<file path="src/rtl/multicycle_control_if.sv">
// Bus between the RV32I multi-cycle main control FSM and its datapath.
// The master modport is the controller side; the slave modport is the datapath/memory side.
interface multicycle_control_if #(
    parameter int INSTRET_W = 32
) ();
    logic [6:0]           opcode_i;
    logic                 branch_taken_i;
    logic                 mem_ready_i;
    logic                 halt_i;
    logic [2:0]           ALU_Op_o;
    logic                 IR_Write_o;
    logic                 PC_Write_o;
    logic [1:0]           PC_Src_o;
    logic                 I_or_D_o;
    logic                 Mem_Read_o;
    logic                 Mem_Write_o;
    logic                 Reg_Write_o;
    logic [1:0]           Mem_to_Reg_o;
    logic                 ALU_Src_B_o;
    logic                 halted_o;
    logic                 illegal_o;
    logic [INSTRET_W-1:0] instret_o;

    modport master (
        input  opcode_i, branch_taken_i, mem_ready_i, halt_i,
        output ALU_Op_o, IR_Write_o, PC_Write_o, PC_Src_o, I_or_D_o,
        output Mem_Read_o, Mem_Write_o, Reg_Write_o, Mem_to_Reg_o,
        output ALU_Src_B_o, halted_o, illegal_o, instret_o
    );

    modport slave (
        output opcode_i, branch_taken_i, mem_ready_i, halt_i,
        input  ALU_Op_o, IR_Write_o, PC_Write_o, PC_Src_o, I_or_D_o,
        input  Mem_Read_o, Mem_Write_o, Reg_Write_o, Mem_to_Reg_o,
        input  ALU_Src_B_o, halted_o, illegal_o, instret_o
    );
endinterface

</file>
<file path="src/rtl/multicycle_control.sv">
// Multi-cycle main control FSM for the RV32I core: fetch/decode/execute/memory/writeback sequencing.
// Optional feature macro ILLEGAL_TRAP_EN: illegal opcodes park in TRAP instead of retiring as a NOP.
module multicycle_control #(
    parameter int MEM_HANDSHAKE = 1,
    parameter int INSTRET_W     = 32
) (
    input  logic                  clk,
    input  logic                  reset,
    multicycle_control_if.master  bus
);
    typedef enum logic [2:0] {
        S_FETCH      = 3'd0,
        S_DECODE     = 3'd1,
        S_EXECUTE    = 3'd2,
        S_MEM_ACCESS = 3'd3,
        S_WRITEBACK  = 3'd4,
        S_BRANCH     = 3'd5,
        S_JUMP       = 3'd6,
        S_TRAP       = 3'd7
    } state_t;

    typedef enum logic [3:0] {
        C_R    = 4'd0,
        C_I    = 4'd1,
        C_LW   = 4'd2,
        C_SW   = 4'd3,
        C_LUI  = 4'd4,
        C_BR   = 4'd5,
        C_JAL  = 4'd6,
        C_JALR = 4'd7,
        C_ILL  = 4'd8
    } cls_t;

    typedef struct packed {
        logic [2:0] alu_op;
        logic [1:0] pc_src;
        logic       i_or_d;
        logic       mem_read;
        logic       mem_write;
        logic       reg_write;
        logic [1:0] mem_to_reg;
        logic       alu_src_b;
        logic       pc_write;
    } ctl_t;

    function automatic cls_t classify(input logic [6:0] opc);
        cls_t c;
        case (opc)
            7'b0110011: c = C_R;
            7'b0010011: c = C_I;
            7'b0000011: c = C_LW;
            7'b0100011: c = C_SW;
            7'b0110111: c = C_LUI;
            7'b1100011: c = C_BR;
            7'b1101111: c = C_JAL;
            7'b1100111: c = C_JALR;
            default:    c = C_ILL;
        endcase
        return c;
    endfunction

    // Moore control word of a state; evaluated on the next state so the word is registered.
    function automatic ctl_t moore(input state_t st, input cls_t cls, input logic halted);
        ctl_t c;
        c        = '0;
        c.alu_op = 3'b111;
        case (st)
            S_FETCH: c.mem_read = ~halted;
            S_EXECUTE: begin
                case (cls)
                    C_R:     c.alu_op = 3'b000;
                    C_I:     begin c.alu_op = 3'b001; c.alu_src_b = 1'b1; end
                    C_LW:    begin c.alu_op = 3'b001; c.alu_src_b = 1'b1; end
                    C_SW:    begin c.alu_op = 3'b000; c.alu_src_b = 1'b1; end
                    C_LUI:   begin c.alu_op = 3'b010; c.alu_src_b = 1'b1; end
                    default: c.alu_op = 3'b111;
                endcase
            end
            S_MEM_ACCESS: begin
                c.i_or_d    = 1'b1;
                c.mem_read  = (cls == C_LW);
                c.mem_write = (cls == C_SW);
            end
            S_WRITEBACK: begin
                c.reg_write  = 1'b1;
                c.mem_to_reg = (cls == C_LW) ? 2'b01 : 2'b00;
            end
            S_BRANCH: begin
                c.alu_op = 3'b011;
                c.pc_src = 2'b01;
            end
            S_JUMP: begin
                if (cls == C_JALR) begin
                    c.alu_op    = 3'b101;
                    c.alu_src_b = 1'b1;
                    c.pc_src    = 2'b11;
                end else begin
                    c.alu_op = 3'b100;
                    c.pc_src = 2'b10;
                end
                c.pc_write   = 1'b1;
                c.reg_write  = 1'b1;
                c.mem_to_reg = 2'b10;
            end
            S_DECODE, S_TRAP: c.alu_op = 3'b111;
            default:          c.alu_op = 3'b111;
        endcase
        return c;
    endfunction

    state_t               state_r, state_n;
    cls_t                 cls_r, cls_n, dec_cls_s;
    ctl_t                 ctl_r;
    logic                 halted_r, halted_n;
    logic                 retire_s;
    logic                 ready_eff_s;
    logic                 fetch_done_s;
    logic [INSTRET_W-1:0] instret_r;
`ifdef ILLEGAL_TRAP_EN
    logic                 illegal_r;
`endif

    assign ready_eff_s  = (MEM_HANDSHAKE != 0) ? bus.mem_ready_i : 1'b1;
    assign dec_cls_s    = classify(bus.opcode_i);
    assign fetch_done_s = (state_r == S_FETCH) && !halted_r && ready_eff_s;

    // Next-state, instruction-class capture, halt parking and retire detection.
    always_comb begin
        state_n  = state_r;
        cls_n    = cls_r;
        halted_n = halted_r;
        retire_s = 1'b0;
        case (state_r)
            S_FETCH: begin
                if (halted_r) begin
                    halted_n = bus.halt_i;
                end else if (ready_eff_s) begin
                    state_n = S_DECODE;
                end else begin
                    state_n = S_FETCH;
                end
            end
            S_DECODE: begin
                cls_n = dec_cls_s;
                case (dec_cls_s)
                    C_BR:         state_n = S_BRANCH;
                    C_JAL, C_JALR: state_n = S_JUMP;
                    C_ILL: begin
`ifdef ILLEGAL_TRAP_EN
                        state_n = S_TRAP;
`else
                        state_n  = S_FETCH;
                        retire_s = 1'b1;
                        halted_n = bus.halt_i;
`endif
                    end
                    default:      state_n = S_EXECUTE;
                endcase
            end
            S_EXECUTE: begin
                if (cls_r == C_LW || cls_r == C_SW) begin
                    state_n = S_MEM_ACCESS;
                end else begin
                    state_n = S_WRITEBACK;
                end
            end
            S_MEM_ACCESS: begin
                if (!ready_eff_s) begin
                    state_n = S_MEM_ACCESS;
                end else if (cls_r == C_LW) begin
                    state_n = S_WRITEBACK;
                end else begin
                    state_n  = S_FETCH;
                    retire_s = 1'b1;
                    halted_n = bus.halt_i;
                end
            end
            S_WRITEBACK, S_BRANCH, S_JUMP: begin
                // Instruction boundary: halt_i is only honoured here.
                state_n  = S_FETCH;
                retire_s = 1'b1;
                halted_n = bus.halt_i;
            end
            S_TRAP:  state_n = S_TRAP;
            default: state_n = S_FETCH;
        endcase
    end

    // FSM state, registered Moore control word, halt/illegal flags and retired-instruction counter.
    always_ff @(posedge clk) begin
        if (reset) begin
            state_r   <= S_FETCH;
            cls_r     <= C_ILL;
            halted_r  <= 1'b0;
            ctl_r     <= moore(S_FETCH, C_ILL, 1'b0);
            instret_r <= '0;
`ifdef ILLEGAL_TRAP_EN
            illegal_r <= 1'b0;
`endif
        end else begin
            state_r  <= state_n;
            cls_r    <= cls_n;
            halted_r <= halted_n;
            ctl_r    <= moore(state_n, cls_n, halted_n);
            if (retire_s) begin
                instret_r <= instret_r + INSTRET_W'(1);
            end else begin
                instret_r <= instret_r;
            end
`ifdef ILLEGAL_TRAP_EN
            illegal_r <= (state_n == S_TRAP);
`endif
        end
    end

    // Enables and requests are forced low while reset is high so an aborted access drops at once.
    assign bus.IR_Write_o   = !reset && fetch_done_s;
    assign bus.PC_Write_o   = !reset && (fetch_done_s || ctl_r.pc_write ||
                                         ((state_r == S_BRANCH) && bus.branch_taken_i));
    assign bus.Mem_Read_o   = !reset && ctl_r.mem_read;
    assign bus.Mem_Write_o  = !reset && ctl_r.mem_write;
    assign bus.Reg_Write_o  = !reset && ctl_r.reg_write;
    assign bus.ALU_Op_o     = ctl_r.alu_op;
    assign bus.PC_Src_o     = ctl_r.pc_src;
    assign bus.I_or_D_o     = ctl_r.i_or_d;
    assign bus.Mem_to_Reg_o = ctl_r.mem_to_reg;
    assign bus.ALU_Src_B_o  = ctl_r.alu_src_b;
    assign bus.halted_o     = halted_r;
    assign bus.instret_o    = instret_r;
`ifdef ILLEGAL_TRAP_EN
    assign bus.illegal_o    = illegal_r;
`else
    assign bus.illegal_o    = 1'b0;
`endif
endmodule

</file>
<file path="src/flat_wrapper.sv">
// flat-port wrapper written by rule: the top's interface ports become plain ports
module multicycle_control_flat 
#(
    parameter int MEM_HANDSHAKE = 1,
    parameter int INSTRET_W     = 32
)
  (clk, reset, bus_opcode_i, bus_branch_taken_i, bus_mem_ready_i, bus_halt_i, bus_ALU_Op_o, bus_IR_Write_o, bus_PC_Write_o, bus_PC_Src_o, bus_I_or_D_o, bus_Mem_Read_o, bus_Mem_Write_o, bus_Reg_Write_o, bus_Mem_to_Reg_o, bus_ALU_Src_B_o, bus_halted_o, bus_illegal_o, bus_instret_o);
  multicycle_control_if #(.INSTRET_W(INSTRET_W)) bus_i ();
  input  logic clk;
  input  logic reset;
  input wire logic [$bits(bus_i.opcode_i)-1:0] bus_opcode_i;
  input wire logic [$bits(bus_i.branch_taken_i)-1:0] bus_branch_taken_i;
  input wire logic [$bits(bus_i.mem_ready_i)-1:0] bus_mem_ready_i;
  input wire logic [$bits(bus_i.halt_i)-1:0] bus_halt_i;
  output wire logic [$bits(bus_i.ALU_Op_o)-1:0] bus_ALU_Op_o;
  output wire logic [$bits(bus_i.IR_Write_o)-1:0] bus_IR_Write_o;
  output wire logic [$bits(bus_i.PC_Write_o)-1:0] bus_PC_Write_o;
  output wire logic [$bits(bus_i.PC_Src_o)-1:0] bus_PC_Src_o;
  output wire logic [$bits(bus_i.I_or_D_o)-1:0] bus_I_or_D_o;
  output wire logic [$bits(bus_i.Mem_Read_o)-1:0] bus_Mem_Read_o;
  output wire logic [$bits(bus_i.Mem_Write_o)-1:0] bus_Mem_Write_o;
  output wire logic [$bits(bus_i.Reg_Write_o)-1:0] bus_Reg_Write_o;
  output wire logic [$bits(bus_i.Mem_to_Reg_o)-1:0] bus_Mem_to_Reg_o;
  output wire logic [$bits(bus_i.ALU_Src_B_o)-1:0] bus_ALU_Src_B_o;
  output wire logic [$bits(bus_i.halted_o)-1:0] bus_halted_o;
  output wire logic [$bits(bus_i.illegal_o)-1:0] bus_illegal_o;
  output wire logic [$bits(bus_i.instret_o)-1:0] bus_instret_o;
  assign bus_i.opcode_i = bus_opcode_i;
  assign bus_i.branch_taken_i = bus_branch_taken_i;
  assign bus_i.mem_ready_i = bus_mem_ready_i;
  assign bus_i.halt_i = bus_halt_i;
  assign bus_ALU_Op_o = bus_i.ALU_Op_o;
  assign bus_IR_Write_o = bus_i.IR_Write_o;
  assign bus_PC_Write_o = bus_i.PC_Write_o;
  assign bus_PC_Src_o = bus_i.PC_Src_o;
  assign bus_I_or_D_o = bus_i.I_or_D_o;
  assign bus_Mem_Read_o = bus_i.Mem_Read_o;
  assign bus_Mem_Write_o = bus_i.Mem_Write_o;
  assign bus_Reg_Write_o = bus_i.Reg_Write_o;
  assign bus_Mem_to_Reg_o = bus_i.Mem_to_Reg_o;
  assign bus_ALU_Src_B_o = bus_i.ALU_Src_B_o;
  assign bus_halted_o = bus_i.halted_o;
  assign bus_illegal_o = bus_i.illegal_o;
  assign bus_instret_o = bus_i.instret_o;
  multicycle_control #(.MEM_HANDSHAKE(MEM_HANDSHAKE), .INSTRET_W(INSTRET_W)) u_core (.clk(clk), .reset(reset), .bus(bus_i));
endmodule
</file>
<file path="config.mk">
export PLATFORM = sky130hd
export DESIGN_NAME = multicycle_control_flat
export DESIGN_NICKNAME = d
export VERILOG_FILES = /design/src/rtl/multicycle_control_if.sv /design/src/rtl/multicycle_control.sv /design/src/flat_wrapper.sv
export SDC_FILE = /design/constraint.sdc
export NUM_CORES = 1
export LEC_CHECK = 0
export CAP_MARGIN = 10
export CELL_PAD_IN_SITES_DETAIL_PLACEMENT = 1
export CELL_PAD_IN_SITES_GLOBAL_PLACEMENT = 1
export CORE_MARGIN = 1.5
export CORE_UTILIZATION = 34
export CTS_BUF_LIST = sky130_fd_sc_hd__clkbuf_8
export DETAILED_ROUTE_END_ITERATION = 12
export PLACE_DENSITY = 0.79
export SLEW_MARGIN = 20
export SYNTH_ARGS = -nofsm -noshare
export SYNTH_HDL_FRONTEND = slang
export SYNTH_SLANG_ARGS = --single-unit
</file>
<file path="constraint.sdc">
create_clock -name clk -period 2.1 [get_ports clk]
set_input_delay 0.21 -clock clk [delete_from_list [all_inputs] [get_ports clk]]
set_output_delay 0.21 -clock clk [all_outputs]
set_load 0.02 [all_outputs]
</file>
# After elaboration in Yosys (flattened, before gate mapping)
# Cells that the tools add are included.
[totals]
ff_bits = 53
input_bits = 12
elab_cells = 99
[classes]
add_sub_neg = 1
eq_ne = 31
muxes = 30
bitwise_logic = 2
reduce_logical = 22
[op_table]
columns = ["operator", "count"]
rows = [
  ["$add 32x1->32 const B", 1],
  ["$pmux 4 s8", 1],
  ["$pmux 3 s3", 3],
  ["$eq 3x3->1 const B", 7],
  ["$eq 7x6->1 const B", 3],
  ["$eq 7x7->1 const B", 3],
  ["$eq 4x3->1 const B", 5],
  ["$pmux 3 s6", 1],
  ["$eq 4x2->1 const B", 4],
  ["$mux 3", 5],
  ["$mux 1", 13],
  ["$eq 3x2->1 const B", 4],
  ["$logic_and 1x1->1", 8],
  ["$reduce_or 2->1", 4],
  ["$eq 7x2->1 const B", 1],
  ["$eq 7x5->1 const B", 1],
  ["$logic_not 3->1", 2],
  ["$pmux 3 s2", 1],
  ["$eq 4x1->1 const B", 1],
  ["$eq 4x4->1 const B", 1],
  ["$logic_not 4->1", 1],
  ["$mux 4", 1],
  ["$pmux 1 s2", 2],
  ["$pmux 1 s4", 1],
  ["8 further kinds", 12],
]

# Longest topological paths before layout
[depth]
depth_word = 9
ltp_mapped = 9

# Worst setup path before layout
# Ideal clock, no wire load.
[synth_timing]
path_type = "register to register"
from = "register u_core.instret_r[3] (netlist: u_core.bus.instret_o[3])"
to = "register u_core.instret_r[26] (netlist: u_core.bus.instret_o[26])"
arrival_ns = 2.128
required_ns = 2.029
setup_slack_ns = -0.099
path_stages_with_launch = 9
path_buffers = 2
cell_sequence = "dfxtp_1 and4_4 and4_1 buf_2 nand4_4 a211o_1 buf_6 or3_1 a21oi_1"
[synth_between]
elab_chain_cells = 1
[synth_lines]
columns = ["element", "line", "text"]
rows = [
  ["start, declared", "multicycle_control.sv:118", "logic [INSTRET_W-1:0] instret_r;"],
  ["start signal, assigned", "multicycle_control.sv:206", "instret_r <= instret_r + INSTRET_W'(1);"],
  ["start signal, assigned", "multicycle_control.sv:208", "instret_r <= instret_r;"],
  ["$add 32x1->32", "multicycle_control.sv:206", ""],
]
# Every way passes these cells.
# A chain may end at the register's enable or synchronous reset.

# Worst setup path after layout
[layout_timing]
from = "register u_core.state_r[2]"
to = "register u_core.instret_r[16] (netlist: u_core.bus.instret_o[16])"
[layout_between]
elab_chain_cells = 3
word_cells_on_any_way = 7
classes_between = "eq/ne (5); mux (1); reduce/logical (1)"
[layout_lines]
columns = ["element", "line", "text"]
rows = [
  ["start, declared", "multicycle_control.sv:111", "state_t state_r, state_n;"],
  ["start signal, assigned", "multicycle_control.sv:201", "state_r <= state_n;"],
  ["$eq 3x3->1", "multicycle_control.sv:133", "case (state_r)"],
  ["$reduce_or 3->1", "multicycle_control.sv:133", ""],
  ["$pmux 1 s3 *", "multicycle_control.sv:133", ""],
]
# Every way passes the cells marked *; elsewhere a longest branch is shown, timed or not.

==> metrics.csv <==
stage,metric,value,unit
outcome,status,"complete, but fails checks",
outcome,violations,negative setup slack,
power,combPwrFrac,12.5,%
sta,slew_headroom,65.7,%
power,clkPwrFrac,35.7,%
critical_path,path_cells,"buf_4, nor3b_4, nand3_2, buf_4, a2111oi_0, buf_4, xnor2_1, nor2_1",
clocking,clockBufferDepth,2,
sta,fin_crit_sh,107,%
sta,period_needed,2.24,ns
power,switching_power,479,uW
power,power.density,488,nW/um^2
critical_path,crit_type,reg2reg,
sta,fin_tns_setup,-0.170,ns
power,p_sw_share,25.1,%
detailed_routing,wl,9090,um
final_layout,fillers,882,
floorplan,initial_core_util,35.6,%
placement,gp_congestion,0.833,
floorplan,rows,31,
final_layout,final_cell_mix,"63 x buf_4, 54 x clkdlybuf4s50_1, 45 x dfxtp_1, 40 x nor2_1, 22 x xnor2_1",
critical_path,cpLargestDelayFamily,buffers and inverters,
clocking,cts_hold_buf,0,
global_route,antenna_found_initial,0,
final_layout,final_common_cell,buf_4,
synthesis,syn_avg_cell_area,8.27,um^2
sta,slew_viol_final,0,
synthesis,synth_xor_area_share,8.02,%
synthesis,synth-main-ff-cell,dfxtp_1,
critical_path,path_buf_inv,3,
final_layout,fin_nets,435,
detailed_routing,antenna_left,0,
clocking,cts.sinks,51,
global_route,grt_pass1_vias,2977,
synthesis,synth_compound_area_share,17.5,%
synthesis,synthAdderAreaFrac,0.477,%
critical_path,cp.required,2.29,ns
placement,dpl.hpwl,6250,um
critical_path,worst-path-max-fanout,8,
sta,hold_viol,0,
floorplan,die_area,8250,um^2
synthesis,synth.area.mux_share,0.764,%
synthesis,synth-simple-area-share,27.4,%
final_layout,syn2layout_area_growth,49.4,%
detailed_routing,drt_iter0_drc,102,
final_layout,drive_above_1_share,24.4,%
floorplan,num_io_pins,60,
detailed_routing,first_pass_iters,4,
power,power.internal,1430,uW
sta,clock_skew,0.00613,ns
sta,grt_setup_unrepaired,yes,
sta,clock.fmax,446,MHz
floorplan,core,7370,um^2
critical_path,cp_slowest_stage_delay,0.52,ns
floorplan,chipHeight,90.8,um
clocking,cts_tree,done,
synthesis,ys_types,53,
clocking,clkLatencyLatePin,0.31,ns
critical_path,worst_ep_arrival_time,2.43,ns
global_route,grt.total_usage,21.8,%
critical_path,cp_common_cell,buf_4,
placement,port_buffers,58,
clocking,cts_buffers,5,
power,p_leak,0.00142,uW
critical_path,cp-start-kind,flip-flop,
power,ir_worst_vdd,0.265,mV
flow_run,maxCapViolCount,0,
detailed_routing,via_count,2797,
synthesis,synth_edf_count,0,
critical_path,slowest_stage,a2111oi_0,
synthesis,synth_cells,317,
final_layout,seq_area,1030,um^2
clocking,root_buffer,clkbuf_8,
sta,setup_viol,3,
detailed_routing,vias_per_cell,5.37,
synthesis,yosysWarnings,0,
clocking,htree_num_levels,2,
sta,finalWorstSetupSlack,-0.141,ns
detailed_routing,wl_per_cell,17.5,um
synthesis,syn_nets,330,
synthesis,ys_seq_area_share,38.9,%
global_route,grt_max_degree,36,
min_path,hold_path.class,reg2reg,
floorplan,die_x,90.8,um
synthesis,synth_area,2620,um^2
synthesis,async_flop_share,0,%
global_route,grt_pass1_wl,14500,um
sta,max_slew.worst_pin.slew,0.502,ns
global_route,overflow,0,
clocking,clk_pin_slew,0.10,ns
final_layout,multiInputGateArea,1560,um^2
critical_path,end_kind,flip-flop,
final_layout,antenna_cells,0,
sta,whs,0.516,ns
synthesis,ys_seq_elements,51,
power,seqPwrFrac,51.7,%
synthesis,synth_top_family_by_area,simple AND/OR/NAND/NOR gates,
detailed_routing,drt_drc_violations_left,0,
[cell type report]
cell class | instances | share of cell area, %
clock inverter | 2 | 0.863
tap | 99 | 3.16
inverter | 10 | 0.958
multi-input combinational | 232 | 39.8
clock buffer | 5 | 1.76
timing repair buffer | 122 | 27.2
sequential | 51 | 26.3
[power by group through the flow]
stage               Clock, uW  Sequential (uW)  Combinational [uW]
finish                    682              988                 240
global route              724              990                 255
floorplan                   0             1010                99.7
global placement            0             1010                 209
CTS                       685              987                 222
detailed placement          0             1010                 219
[sequential cells by signal, summed over array words and instances (netlist names)]
signal	flops
u_core.bus.Mem_to_Reg_o	1
u_core.bus.ALU_Op_o	3
u_core.bus.instret_o	32
u_core.bus.ALU_Src_B_o	1
u_core.ctl_r	4
u_core.cls_r	4
u_core.bus.halted_o	1
u_core.state_r	3
u_core.bus.PC_Src_o	1
u_core.bus.I_or_D_o	1
[path summary, 6_finish.rpt]
check                                        start                               endpoint  slack [ns]  cells past startpoint
max                   u_core.state_r[2]$_SDFF_PP0_  u_core.bus.instret_o[16]$_SDFFE_PP0P_       -0.14                      8
max reg2reg           u_core.state_r[2]$_SDFF_PP0_  u_core.bus.instret_o[16]$_SDFFE_PP0P_       -0.14                      8
min          u_core.bus.instret_o[30]$_SDFFE_PP0P_  u_core.bus.instret_o[30]$_SDFFE_PP0P_        0.52                      2
min reg2reg  u_core.bus.instret_o[30]$_SDFFE_PP0P_  u_core.bus.instret_o[30]$_SDFFE_PP0P_        0.52                      2
[cell families after synthesis]
| family | count (synthesis) |
|---|---|
| compound gates | 68 |
| xor+xnor | 24 |
| fa+ha+maj | 1 |
| buf+inv | 35 |
| flops | 51 |
| mux | 2 |
| other cells | 1 |
| simple gates | 135 |
[per-layer routing]
layer  GRT usage [%]  part of all wire [%]  routed length [um]
met2            40.6                    52                4730
met4            5.08                   1.6                 147
met3            2.61                   3.0                 277
met1            26.4                    43                3940
met5               0                     0                   0
[stage by stage]
step | utilization (%) | instance area [um^2] | setup slack (ns) | std cells | total power, uW
2_1_floorplan | - | 2630 | 0.0211 | 317 | 1110
3_3_place_gp | 49.5 | 3650 | -0.285 | 510 | 1220
3_5_place_dp | 49.5 | 3650 | -0.389 | 510 | 1230
4_1_cts | 51.5 | 3790 | -0.0139 | 518 | 1890
5_1_grt | 53.1 | 3920 | -0.197 | 521 | 1970
6_report | 53.1 | 3920 | -0.141 | 521 | 1910
[cells in the mapped netlist, types with 4 or more instances]
library cell,n,share of area [%]
o21ai_0,12,2.3
xnor2_1,22,7.4
dfxtp_1,51,39
inv_1,10,1.4
and3_1,8,1.9
buf_2,5,0.95
nor2_1,41,5.9
a211oi_1,13,3.7
nand3b_1,4,1.1
clkbuf_1,9,1.3
a21oi_1,17,3.2
or3_1,9,2.1
buf_4,8,2.3
nand3_1,18,3.4
nand2_1,17,2.4
nor2b_1,5,1.2
a2111oi_0,8,2.7
nor3_1,8,1.5
nand4_1,4,0.95
[tightest hold or removal path, cell delays in order, from the launching register on]
cell and delay, ns:
dfxtp_1 0.34, o21ai_0 0.07, a21oi_1 0.07
[repair_timing]
action / in CTS / in global routing
setup endpoints to repair: 35 / 22
gates cloned: 0 / 1
pin swaps: 1 / 4
gates resized for setup: 11 / 24
setup buffers: 1 / 2
Note: power is estimated with default switching activity, not from simulation.
